<file path="config.mk">
export PLATFORM = sky130hd
export DESIGN_NAME = pc_seq_unit_flat
export DESIGN_NICKNAME = d
export VERILOG_FILES = /design/src/rtl/pc_seq_if.sv /design/src/rtl/pc_seq_unit.sv /design/src/flat_wrapper.sv
export SDC_FILE = /design/constraint.sdc
export NUM_CORES = 1
export LEC_CHECK = 0
export BUFFER_PORTS_ARGS = -buffer_cell sky130_fd_sc_hd__buf_4
export CAP_MARGIN = 20
export CORE_ASPECT_RATIO = 1.5
export CORE_MARGIN = 1
export CORE_UTILIZATION = 40
export CTS_CLUSTER_DIAMETER = 50
export CTS_CLUSTER_SIZE = 8
export DETAILED_ROUTE_END_ITERATION = 10
export PLACE_DENSITY = 0.73
export SKIP_LAST_GASP = 1
export SYNTH_ARGS = -nofsm -noshare
export SYNTH_HDL_FRONTEND = slang
export SYNTH_SLANG_ARGS = --single-unit
export TNS_END_PERCENT = 50
</file>
<file path="constraint.sdc">
create_clock -name clk -period 3.8 [get_ports clk]
set_input_delay 0 -clock clk [delete_from_list [all_inputs] [get_ports clk]]
set_output_delay 0 -clock clk [all_outputs]
set_load 0.02 [all_outputs]
</file>
<file path="src/rtl/pc_seq_if.sv">
// pc_seq_if: fetch-control bundle between the PC sequencer and its driver.
// The slave modport is the sequencer; the master modport is the fetch
// controller that issues stall/trap/branch/call/ret and consumes pc/ce.
interface pc_seq_if #(
  parameter int unsigned AW = 72
);
  logic          stall;
  logic          trap;
  logic          branch;
  logic          call;
  logic          ret;
  logic [AW-1:0] tgt;
  logic          ce;
  logic [AW-1:0] pc;
  logic          ras_empty;
  logic          ras_full;
  logic          ras_uflow;

  modport master (
    output stall, trap, branch, call, ret, tgt,
    input  ce, pc, ras_empty, ras_full, ras_uflow
  );

  modport slave (
    input  stall, trap, branch, call, ret, tgt,
    output ce, pc, ras_empty, ras_full, ras_uflow
  );
endinterface

</file>
<file path="src/rtl/pc_seq_unit.sv">
// pc_seq_unit: parametrised program-counter sequencer for the fetch stage.
// Next-PC priority: trap > stall > call&ret > ret > call > branch > sequential.
// Optional feature macro: PC_RAS_EN adds a circular call/return address stack.
// Without it, call and ret act as plain branches and the RAS flags are tied off.
module pc_seq_unit #(
  parameter int unsigned   AW        = 72,
  parameter int unsigned   STEP      = 9,
  parameter logic [AW-1:0] RESET_VEC = 72'h0,
  parameter logic [AW-1:0] TRAP_VEC  = 72'h100,
  parameter int unsigned   RAS_DEPTH = 4
) (
  input logic     clk,
  input logic     rst,
  pc_seq_if.slave bus
);

  logic [AW-1:0] pc_r;
  logic [AW-1:0] pc_nxt_s;
  logic [AW-1:0] pc_inc_s;
  logic          ce_r;
  logic          uflow_r;
  logic          uflow_nxt_s;

  // Sequential address wraps silently modulo 2^AW.
  assign pc_inc_s = pc_r + AW'(STEP);

`ifdef PC_RAS_EN
  localparam int unsigned PW = (RAS_DEPTH > 1) ? $clog2(RAS_DEPTH) : 1;
  localparam int unsigned CW = PW + 1;

  logic [AW-1:0] ras_r [RAS_DEPTH];
  logic [PW-1:0] top_r;
  logic [CW-1:0] cnt_r;
  logic [CW-1:0] cnt_nxt_s;
  logic          empty_r;
  logic          full_r;
  logic          push_s;
  logic          pop_s;
  logic          over_s;

  // Select the next PC and the stack action implied by the control inputs.
  always_comb begin
    pc_nxt_s    = pc_r;
    push_s      = 1'b0;
    pop_s       = 1'b0;
    over_s      = 1'b0;
    uflow_nxt_s = 1'b0;
    if (!ce_r) begin
      pc_nxt_s = pc_r;
    end else if (bus.trap) begin
      pc_nxt_s = TRAP_VEC;
    end else if (bus.stall) begin
      pc_nxt_s = pc_r;
    end else if (bus.call && bus.ret && (cnt_r != CW'(0))) begin
      // Return and immediately re-enter: reuse the top slot in place.
      pc_nxt_s = ras_r[top_r];
      over_s   = 1'b1;
    end else if (bus.ret && !bus.call) begin
      if (cnt_r != CW'(0)) begin
        pc_nxt_s = ras_r[top_r];
        pop_s    = 1'b1;
      end else begin
        pc_nxt_s    = bus.tgt;
        uflow_nxt_s = 1'b1;
      end
    end else if (bus.call) begin
      // Also covers call&ret on an empty stack.
      pc_nxt_s = bus.tgt;
      push_s   = 1'b1;
    end else if (bus.branch) begin
      pc_nxt_s = bus.tgt;
    end else begin
      pc_nxt_s = pc_inc_s;
    end
  end

  // Next entry count; a push while full overwrites the oldest entry.
  always_comb begin
    cnt_nxt_s = cnt_r;
    case ({push_s, pop_s})
      2'b10: begin
        if (cnt_r != CW'(RAS_DEPTH)) begin
          cnt_nxt_s = cnt_r + CW'(1);
        end else begin
          cnt_nxt_s = cnt_r;
        end
      end
      2'b01:   cnt_nxt_s = cnt_r - CW'(1);
      default: cnt_nxt_s = cnt_r;
    endcase
  end

  // Stack pointer, count and registered occupancy flags.
  always_ff @(posedge clk or posedge rst) begin
    if (rst) begin
      top_r   <= '0;
      cnt_r   <= '0;
      empty_r <= 1'b1;
      full_r  <= 1'b0;
    end else begin
      cnt_r   <= cnt_nxt_s;
      empty_r <= (cnt_nxt_s == CW'(0));
      full_r  <= (cnt_nxt_s == CW'(RAS_DEPTH));
      if (push_s) begin
        top_r <= top_r + PW'(1);
      end else if (pop_s) begin
        top_r <= top_r - PW'(1);
      end else begin
        top_r <= top_r;
      end
    end
  end

  // Stack storage; contents are only meaningful below the count, so no reset.
  always_ff @(posedge clk) begin
    if (push_s) begin
      ras_r[top_r + PW'(1)] <= pc_inc_s;
    end else if (over_s) begin
      ras_r[top_r] <= pc_inc_s;
    end
  end

  assign bus.ras_empty = empty_r;
  assign bus.ras_full  = full_r;
`else
  // Select the next PC; call and ret degrade to plain branches.
  always_comb begin
    pc_nxt_s    = pc_r;
    uflow_nxt_s = 1'b0;
    if (!ce_r) begin
      pc_nxt_s = pc_r;
    end else if (bus.trap) begin
      pc_nxt_s = TRAP_VEC;
    end else if (bus.stall) begin
      pc_nxt_s = pc_r;
    end else if (bus.branch || bus.call || bus.ret) begin
      pc_nxt_s = bus.tgt;
    end else begin
      pc_nxt_s = pc_inc_s;
    end
  end

  assign bus.ras_empty = 1'b1;
  assign bus.ras_full  = 1'b0;
`endif

  // PC, fetch enable and underflow pulse registers.
  always_ff @(posedge clk or posedge rst) begin
    if (rst) begin
      ce_r    <= 1'b0;
      pc_r    <= RESET_VEC;
      uflow_r <= 1'b0;
    end else begin
      ce_r    <= 1'b1;
      pc_r    <= pc_nxt_s;
      uflow_r <= uflow_nxt_s;
    end
  end

  assign bus.ce        = ce_r;
  assign bus.pc        = pc_r;
  assign bus.ras_uflow = uflow_r;

endmodule
</file>
<file path="src/flat_wrapper.sv">
// flat-port wrapper written by rule: the top's interface ports become plain ports
module pc_seq_unit_flat 
#(
  parameter int unsigned   AW        = 72,
  parameter int unsigned   STEP      = 9,
  parameter logic [AW-1:0] RESET_VEC = 72'h0,
  parameter logic [AW-1:0] TRAP_VEC  = 72'h100,
  parameter int unsigned   RAS_DEPTH = 4
)
  (clk, rst, bus_stall, bus_trap, bus_branch, bus_call, bus_ret, bus_tgt, bus_ce, bus_pc, bus_ras_empty, bus_ras_full, bus_ras_uflow);
  pc_seq_if #(.AW(AW)) bus_i ();
  input logic clk;
  input logic rst;
  input wire logic [$bits(bus_i.stall)-1:0] bus_stall;
  input wire logic [$bits(bus_i.trap)-1:0] bus_trap;
  input wire logic [$bits(bus_i.branch)-1:0] bus_branch;
  input wire logic [$bits(bus_i.call)-1:0] bus_call;
  input wire logic [$bits(bus_i.ret)-1:0] bus_ret;
  input wire logic [$bits(bus_i.tgt)-1:0] bus_tgt;
  output wire logic [$bits(bus_i.ce)-1:0] bus_ce;
  output wire logic [$bits(bus_i.pc)-1:0] bus_pc;
  output wire logic [$bits(bus_i.ras_empty)-1:0] bus_ras_empty;
  output wire logic [$bits(bus_i.ras_full)-1:0] bus_ras_full;
  output wire logic [$bits(bus_i.ras_uflow)-1:0] bus_ras_uflow;
  assign bus_i.stall = bus_stall;
  assign bus_i.trap = bus_trap;
  assign bus_i.branch = bus_branch;
  assign bus_i.call = bus_call;
  assign bus_i.ret = bus_ret;
  assign bus_i.tgt = bus_tgt;
  assign bus_ce = bus_i.ce;
  assign bus_pc = bus_i.pc;
  assign bus_ras_empty = bus_i.ras_empty;
  assign bus_ras_full = bus_i.ras_full;
  assign bus_ras_uflow = bus_i.ras_uflow;
  pc_seq_unit #(.AW(AW), .STEP(STEP), .RESET_VEC(RESET_VEC), .TRAP_VEC(TRAP_VEC), .RAS_DEPTH(RAS_DEPTH)) u_core (.clk(clk), .rst(rst), .bus(bus_i));
endmodule
</file>
==> reports/metrics.csv, run 1 <==
metric,value,unit
fraction of registers with async set/reset,100,%
met2 capacity usage during global routing,51.7,%
worst hold slack,0.00364,ns
# setup viols final,0,
slowest CP cell,or4_2,
post-synthesis xor/xnor area fraction,2.66,%
Synth cell types,56,
met3 usage,3.73,%
clock skew after layout,0.00960,ns
DR WL/cell,19.1,um
status,"complete, no violations",
Max-slew headroom,34.9,%
Routed Antenna Nets,0,
Synth Register Bits,73,
Adder-Cell Fraction of Synth Area,0.254,%
Die Wd,92.6,um
met1 usage,34.1,%
Design Power,2.31,mW
Crit. End Element,flop,
initial core utilization,41.0,%
Post-synth EDFFs,0,
Clock Pin Slew Worst Setup and Hold Paths,0.06,ns
largest net degree at the start of global routing,72,
H-tree level count,3,
"Largest stage delay, worst path",0.78,ns
largest family of logic cells by synthesized area,simple AND/OR/NAND/NOR gates,
period utilization,75.1,%
Hold Buf Count CTS,67,
initial antenna violation count,0,
first-pass GRT wire length,29500,um
"most common cell after layout, fill and taps aside",buf_4,
Chip Height,138,um
Mapped Cells,626,
Multi-input gate area,0.00290,mm2
Worst-Skew Late Latency,0.34,ns
clk buf depth,2,
vias per cell,6.18,
Static Leak,2.96,nW
Simple-Gate Fraction of Synth Area,29.4,%
worst-margin pin slew,0.975,ns
area added between synthesis and finish,45.0,%
switching portion of total power,30.3,%
CTS Buf Count,9,
Max VDD drop,0.187,mV
final hold vios,0,
I/O Pins,155,
complex-gate fraction of the synthesized area,24.6,%
Cell Rows,49,
cts repair resizes,0,
internal cell power,1.61,mW
DRC,0,
Setup TNS,0,ns
Comb pwr share,21.9,%
net switching power,698,uW
Total Nets Final,907,
Tmin final,2.85,ns
CTS tree,built,
Fill cells,1066,
Post-DP HPWL,13000,um
Most Crowded Layer GR,met2,
Worst Path Required,4.05,ns
ys flop type,dfrtp_1,
grt ovf,0,
Max Freq,0.350,GHz
layout cells sized above 1,23.2,%
vias in the first global route,5929,
Setup Buffers After CTS,0,
hold-critical path depth,3,
synth warn,0,
Vias,6092,
mux contribution to synthesized area,1.22,%
Sequential Area,0.00183,mm2
Worst R2R Setup Slack,0.95,ns
initial DRC count,484,
Final GP Congestion,0.947,
CTS Root Cell,clkbuf_16,
Port Buffers,151,
drt pass-1 iters,5,
Core Footprint,0.0120,mm2
Hold Path Class,in -> reg,
GRT Total Usage,29.6,%
max_cap viols,0,
Max Transition Viols Final,0,
most frequent cells in the layout,"buf_4 (162), nand2_1 (77), o21ai_0 (75)",
CP Data Arrival Time,3.10,ns
CTS sink count,73,
sequential share of power,41.3,%
Setup Crit Path Kind,reg -> reg,
Ant. Diodes,0,
Worst Reg-to-Reg Cells,6,
Worst setup SP type,flop,
sequential area share after synthesis,37.1,%
power share of the clock group,36.8,%
die area,0.0128,mm2
worst-path cell chain,nand4_4 > or4_2 > nor4_2 > and4_1 > a21oi_1 > o21ai_0,
"Avg Cell Area, Syn",7.87,um2
Cell Pwr Density,323,mW/mm2
worst-path fanout max,9,
routed wire length,18800,um
Mapped Area,0.00493,mm2
unrepaired setup endpoints after global routing,no,
logic make-up after synthesis:
| kind of cell | after synthesis |
|---|---|
| AND/OR/NAND/NOR | 278 |
| AO/OA/AOI/OAI | 195 |
| flip-flops | 73 |
| buffers and inverters | 56 |
| XOR/XNOR | 15 |
| multiplexers | 6 |
| other | 2 |
| adder cells (fa/ha/maj) | 1 |
critical path, delay by kind of cell (launching register included):
family	cells	cell delay, ns
AO/OA/AOI/OAI	2	0.24
flip-flops	1	0.50
AND/OR/NAND/NOR	4	2.02
path summary, 6_finish.rpt:
check / startpoint / to
worst max-delay path: u_core.bus.pc[10]$_DFFE_PP0P_ / u_core.bus.pc[62]$_DFFE_PP0P_
worst min-delay path: bus_tgt[61] / u_core.bus.pc[61]$_DFFE_PP0P_
worst max register to register: u_core.bus.pc[10]$_DFFE_PP0P_ / u_core.bus.pc[62]$_DFFE_PP0P_
worst min register to register: u_core.bus.pc[14]$_DFFE_PP0P_ / u_core.bus.pc[14]$_DFFE_PP0P_
max in group asynchronous: rst / u_core.bus.pc[63]$_DFFE_PP0P_
min in group asynchronous: rst / u_core.bus.pc[58]$_DFFE_PP0P_
layout make-up:
cell class	count	share of cell area (%)
clock buffer	13	3.50
clock inverter	3	0.560
inverter	15	0.788
multi-input combinational	499	40.5
sequential	73	25.6
tap	153	2.68
timing repair buffer	229	26.4
cell usage after synthesis, types with 2 or more instances:
library cell / instances / area, um2
a221o_1: 6 / 60.1
conb_1: 2 / 7.51
xnor2_1: 8 / 70.1
inv_1: 15 / 56.3
and3_1: 8 / 50.1
and4_1: 7 / 61.3
nand3_1: 31 / 155
dfrtp_1: 73 / 1830
a21oi_1: 38 / 190
mux2i_1: 6 / 60.1
buf_4: 3 / 22.5
o21a_1: 2 / 15.0
a21boi_0: 2 / 15.0
a211o_1: 2 / 17.5
xor2_1: 7 / 61.3
o311ai_0: 2 / 17.5
o21ai_0: 75 / 375
nand4_1: 20 / 125
clkbuf_1: 36 / 135
o211ai_1: 3 / 22.5
or2_2: 2 / 12.5
or4_2: 2 / 17.5
a22oi_1: 28 / 210
nor2_1: 40 / 150
and2_1: 3 / 18.8
nor3_1: 32 / 160
o31a_1: 5 / 43.8
or3_1: 9 / 56.3
a32oi_1: 6 / 52.6
or4_1: 5 / 37.5
nand2_1: 77 / 289
o22ai_1: 7 / 43.8
o2bb2ai_1: 5 / 43.8
a31oi_1: 7 / 43.8
nor4_1: 31 / 194
routing by layer:
layer,up-vias,wire length [um],part of all wire [%]
li1,2778,-,-
met1,2887,6930,37
met2,357,9640,51
met3,70,1270,6.7
met4,0,956,5.1
met5,-,0,0
state kept, by name, indices dropped and copies added (netlist names):
register	count
u_core.bus.pc	72
u_core.bus.ce	1
metrics by stage:
step / utilization (%) / area (um2) / std cells / worst slack (ns)
after detailed placement: 51.5 / 6190 / 902 / 0.972
after global routing: 59.5 / 7150 / 985 / 0.757
after floorplan: - / 4940 / 628 / 0.922
final: 59.5 / 7150 / 985 / 0.946
after global placement: 51.5 / 6190 / 902 / 1.07
after CTS: 59.5 / 7150 / 985 / 0.955
power by group through the flow:
stage	logic, mW	registers, mW	clock network, mW
floorplan	0.154	1.01	0
global placement	0.442	0.957	0
detailed placement	0.446	0.962	0
CTS	0.502	0.949	0.857
global route	0.542	0.964	0.883
finish	0.504	0.953	0.848
Note: power is estimated with default switching activity, not from simulation.
==> run 2, diff against run 1 <==
==> constraint.sdc (replaced) <==
create_clock -name clk -period 2.8 [get_ports clk]
set_input_delay 0 -clock clk [delete_from_list [all_inputs] [get_ports clk]]
set_output_delay 0 -clock clk [all_outputs]
set_load 0.02 [all_outputs]
==> run 2 against run 1 <==
  * Global-route usage is 1.5 points higher
  * Power grew 40%
  * Clock power grew 44%
  * Sequential power increased by 34%
  * Critical endpoint is now u_core.bus.pc[65]$_DFFE_PP0P_
  * Highest routed layer unchanged
==> reports/metrics.csv, run 2 (synthesis results as in run 1) <==
metric,value,unit,change
Max-slew headroom,46.4,%,+11 points
Vias,6214,,+2.0%
Setup Crit Path Kind,reg -> reg,,
met1 usage,36.1,%,+2.0 points
status,"complete, no violations",,
first-pass GRT wire length,30800,um,+4.5%
Worst-Skew Late Latency,0.34,ns,about the same
CTS Buf Count,9,,unchanged
drt pass-1 iters,6,,+1
Routed Antenna Nets,0,,unchanged
final hold vios,0,,unchanged
Most Crowded Layer GR,met2,,
Worst Path Required,3.02,ns,-1.03 ns
routed wire length,19800,um,+5.3%
largest net degree at the start of global routing,51,,-29%
worst-margin pin slew,0.801,ns,-0.174 ns
grt ovf,0,,unchanged
Chip Height,138,um,unchanged
slowest CP cell,or4b_4,,
Core Footprint,0.0120,mm2,unchanged
number of flip-flops in the largest register,72,,unchanged
Inst Count DP,936,,+3.8%
Die Wd,92.6,um,unchanged
vias in the first global route,6053,,+2.1%
area added between synthesis and finish,50.7,%,
# setup viols final,0,,unchanged
most used cell along the critical path,or3_4,,
met3 usage,3.73,%,unchanged
Total Nets Final,939,,+3.5%
Max VDD drop,0.318,mV,+70%
clock skew after layout,0.00950,ns,-0.0000909 ns
die area,0.0128,mm2,unchanged
unrepaired setup endpoints after global routing,no,,
Worst setup SP type,flop,,
Hold Crit Start,bus_tgt[27],,
period utilization,96.1,%,+21 points
final core occ,61.8,%,+2.4 points
initial antenna violation count,0,,unchanged
most frequent cells in the layout,"buf_4 (195), nand2_1 (77), o21ai_0 (75)",,
max_cap viols,0,,unchanged
DRC,0,,unchanged
Max Freq,0.372,GHz,+6.1%
clk buf depth,2,,unchanged
Worst R2R Setup Slack,0.11,ns,-0.84 ns
CTS Root Cell,clkbuf_16,,
Hold Path Class,in -> reg,,
final std cells w/o fill,1017,,+3.2%
"most common cell after layout, fill and taps aside",buf_4,,
Cell Pwr Density,435,mW/mm2,+35%
worst-path fanout max,7,,-2
met2 capacity usage during global routing,55.1,%,+3.4 points
Crit. End Element,flop,,
initial core utilization,41.0,%,unchanged
CP Data Arrival Time,2.91,ns,-0.19 ns
Clock Pin Slew Worst Setup and Hold Paths,0.06,ns,about the same
layout cells sized above 1,27.7,%,+4.5 points
DR WL/cell,19.4,um,+2.0%
CTS sink count,73,,unchanged
crit path launch,u_core.bus.pc[0]$_DFFE_PP0P_,,
GRT Total Usage,31.1,%,+1.5 points
Static Leak,3.12,nW,+5.4%
CTS tree,built,,
H-tree level count,3,,unchanged
initial DRC count,475,,-1.9%
Tmin final,2.69,ns,-0.164 ns
Port Buffers,151,,unchanged
Post-DP HPWL,13900,um,+7.1%
Ant. Diodes,0,,unchanged
Final GP Congestion,0.986,,+4.1%
worst-path cell chain,a31oi_1 > or3_4 > or4b_4 > or3_4 > o311a_1 > a211o_1,,
I/O Pins,155,,unchanged
Cell Rows,49,,unchanged
vias per cell,6.11,,-1.2%
"Largest stage delay, worst path",0.51,ns,-0.27 ns
Worst R2R Start,u_core.bus.pc[0]$_DFFE_PP0P_,,
Max Transition Viols Final,0,,unchanged
Setup TNS,0,ns,unchanged
-- run 2: repair_timing --
action | CTS | global route
endpoints found under the setup margin | 0 | 1
endpoints found under the hold margin | 85 | 0
gates resized for setup | 0 | 1
hold buffers | 65 | 0
buffers inserted | 0 | 0
-- run 2: final timing paths --
check,endpoint,depth (start not counted)
hold reg to reg,u_core.bus.pc[1]$_DFFE_PP0P_,2
max in group asynchronous,u_core.bus.pc[4]$_DFFE_PP0P_,4
setup / recovery,u_core.bus.pc[65]$_DFFE_PP0P_,6
setup reg to reg,u_core.bus.pc[65]$_DFFE_PP0P_,6
min in group asynchronous,u_core.bus.pc[70]$_DFFE_PP0P_,3
hold / removal,u_core.bus.pc[27]$_DFFE_PP0P_,3
-- run 2: layer usage --
| layer | wire, um | share of wire [%] |
|---|---|---|
| met5 | 0 | 0 |
| met4 | 1030 | 5.2 |
| met3 | 1280 | 6.5 |
| met2 | 10000 | 51 |
| met1 | 7420 | 38 |
-- run 2: area by class of cell --
cell class	count	area, um2
well taps	153	191
clock buffers	14	274
clock inverters	2	35.0
flip-flops and latches	73	1840
repair buffers	261	2130
fillers	1088	4590
multi-input cells	499	2900
inverters	15	56.3
-- run 2: stage by stage --
step	cell area (um2)	worst slack, ns	power, mW	hold slack [ns]
2_1_floorplan	4950	0.00777	1.58	0.0854
3_3_place_gp	6470	0.159	1.93	0.0626
3_5_place_dp	6470	0.0765	1.94	0.0609
4_1_cts	7430	0.0645	3.22	0.00493
5_1_grt	7430	0.0399	3.34	0.00938
6_report	7430	0.110	3.23	0.00180
-- run 2: where the power goes --
part | total [mW] | switching (mW) | internal (mW)
Combinational | 0.734 | 0.379 | 0.355
Clock | 1.22 | 0.456 | 0.763
Sequential | 1.28 | 0.134 | 1.14
-- run 2: critical path: cells and delay by family (launching register included) --
family / cells / cell delay, ns
compound gates: 3 / 0.79
simple gates: 3 / 1.38
flops: 1 / 0.40
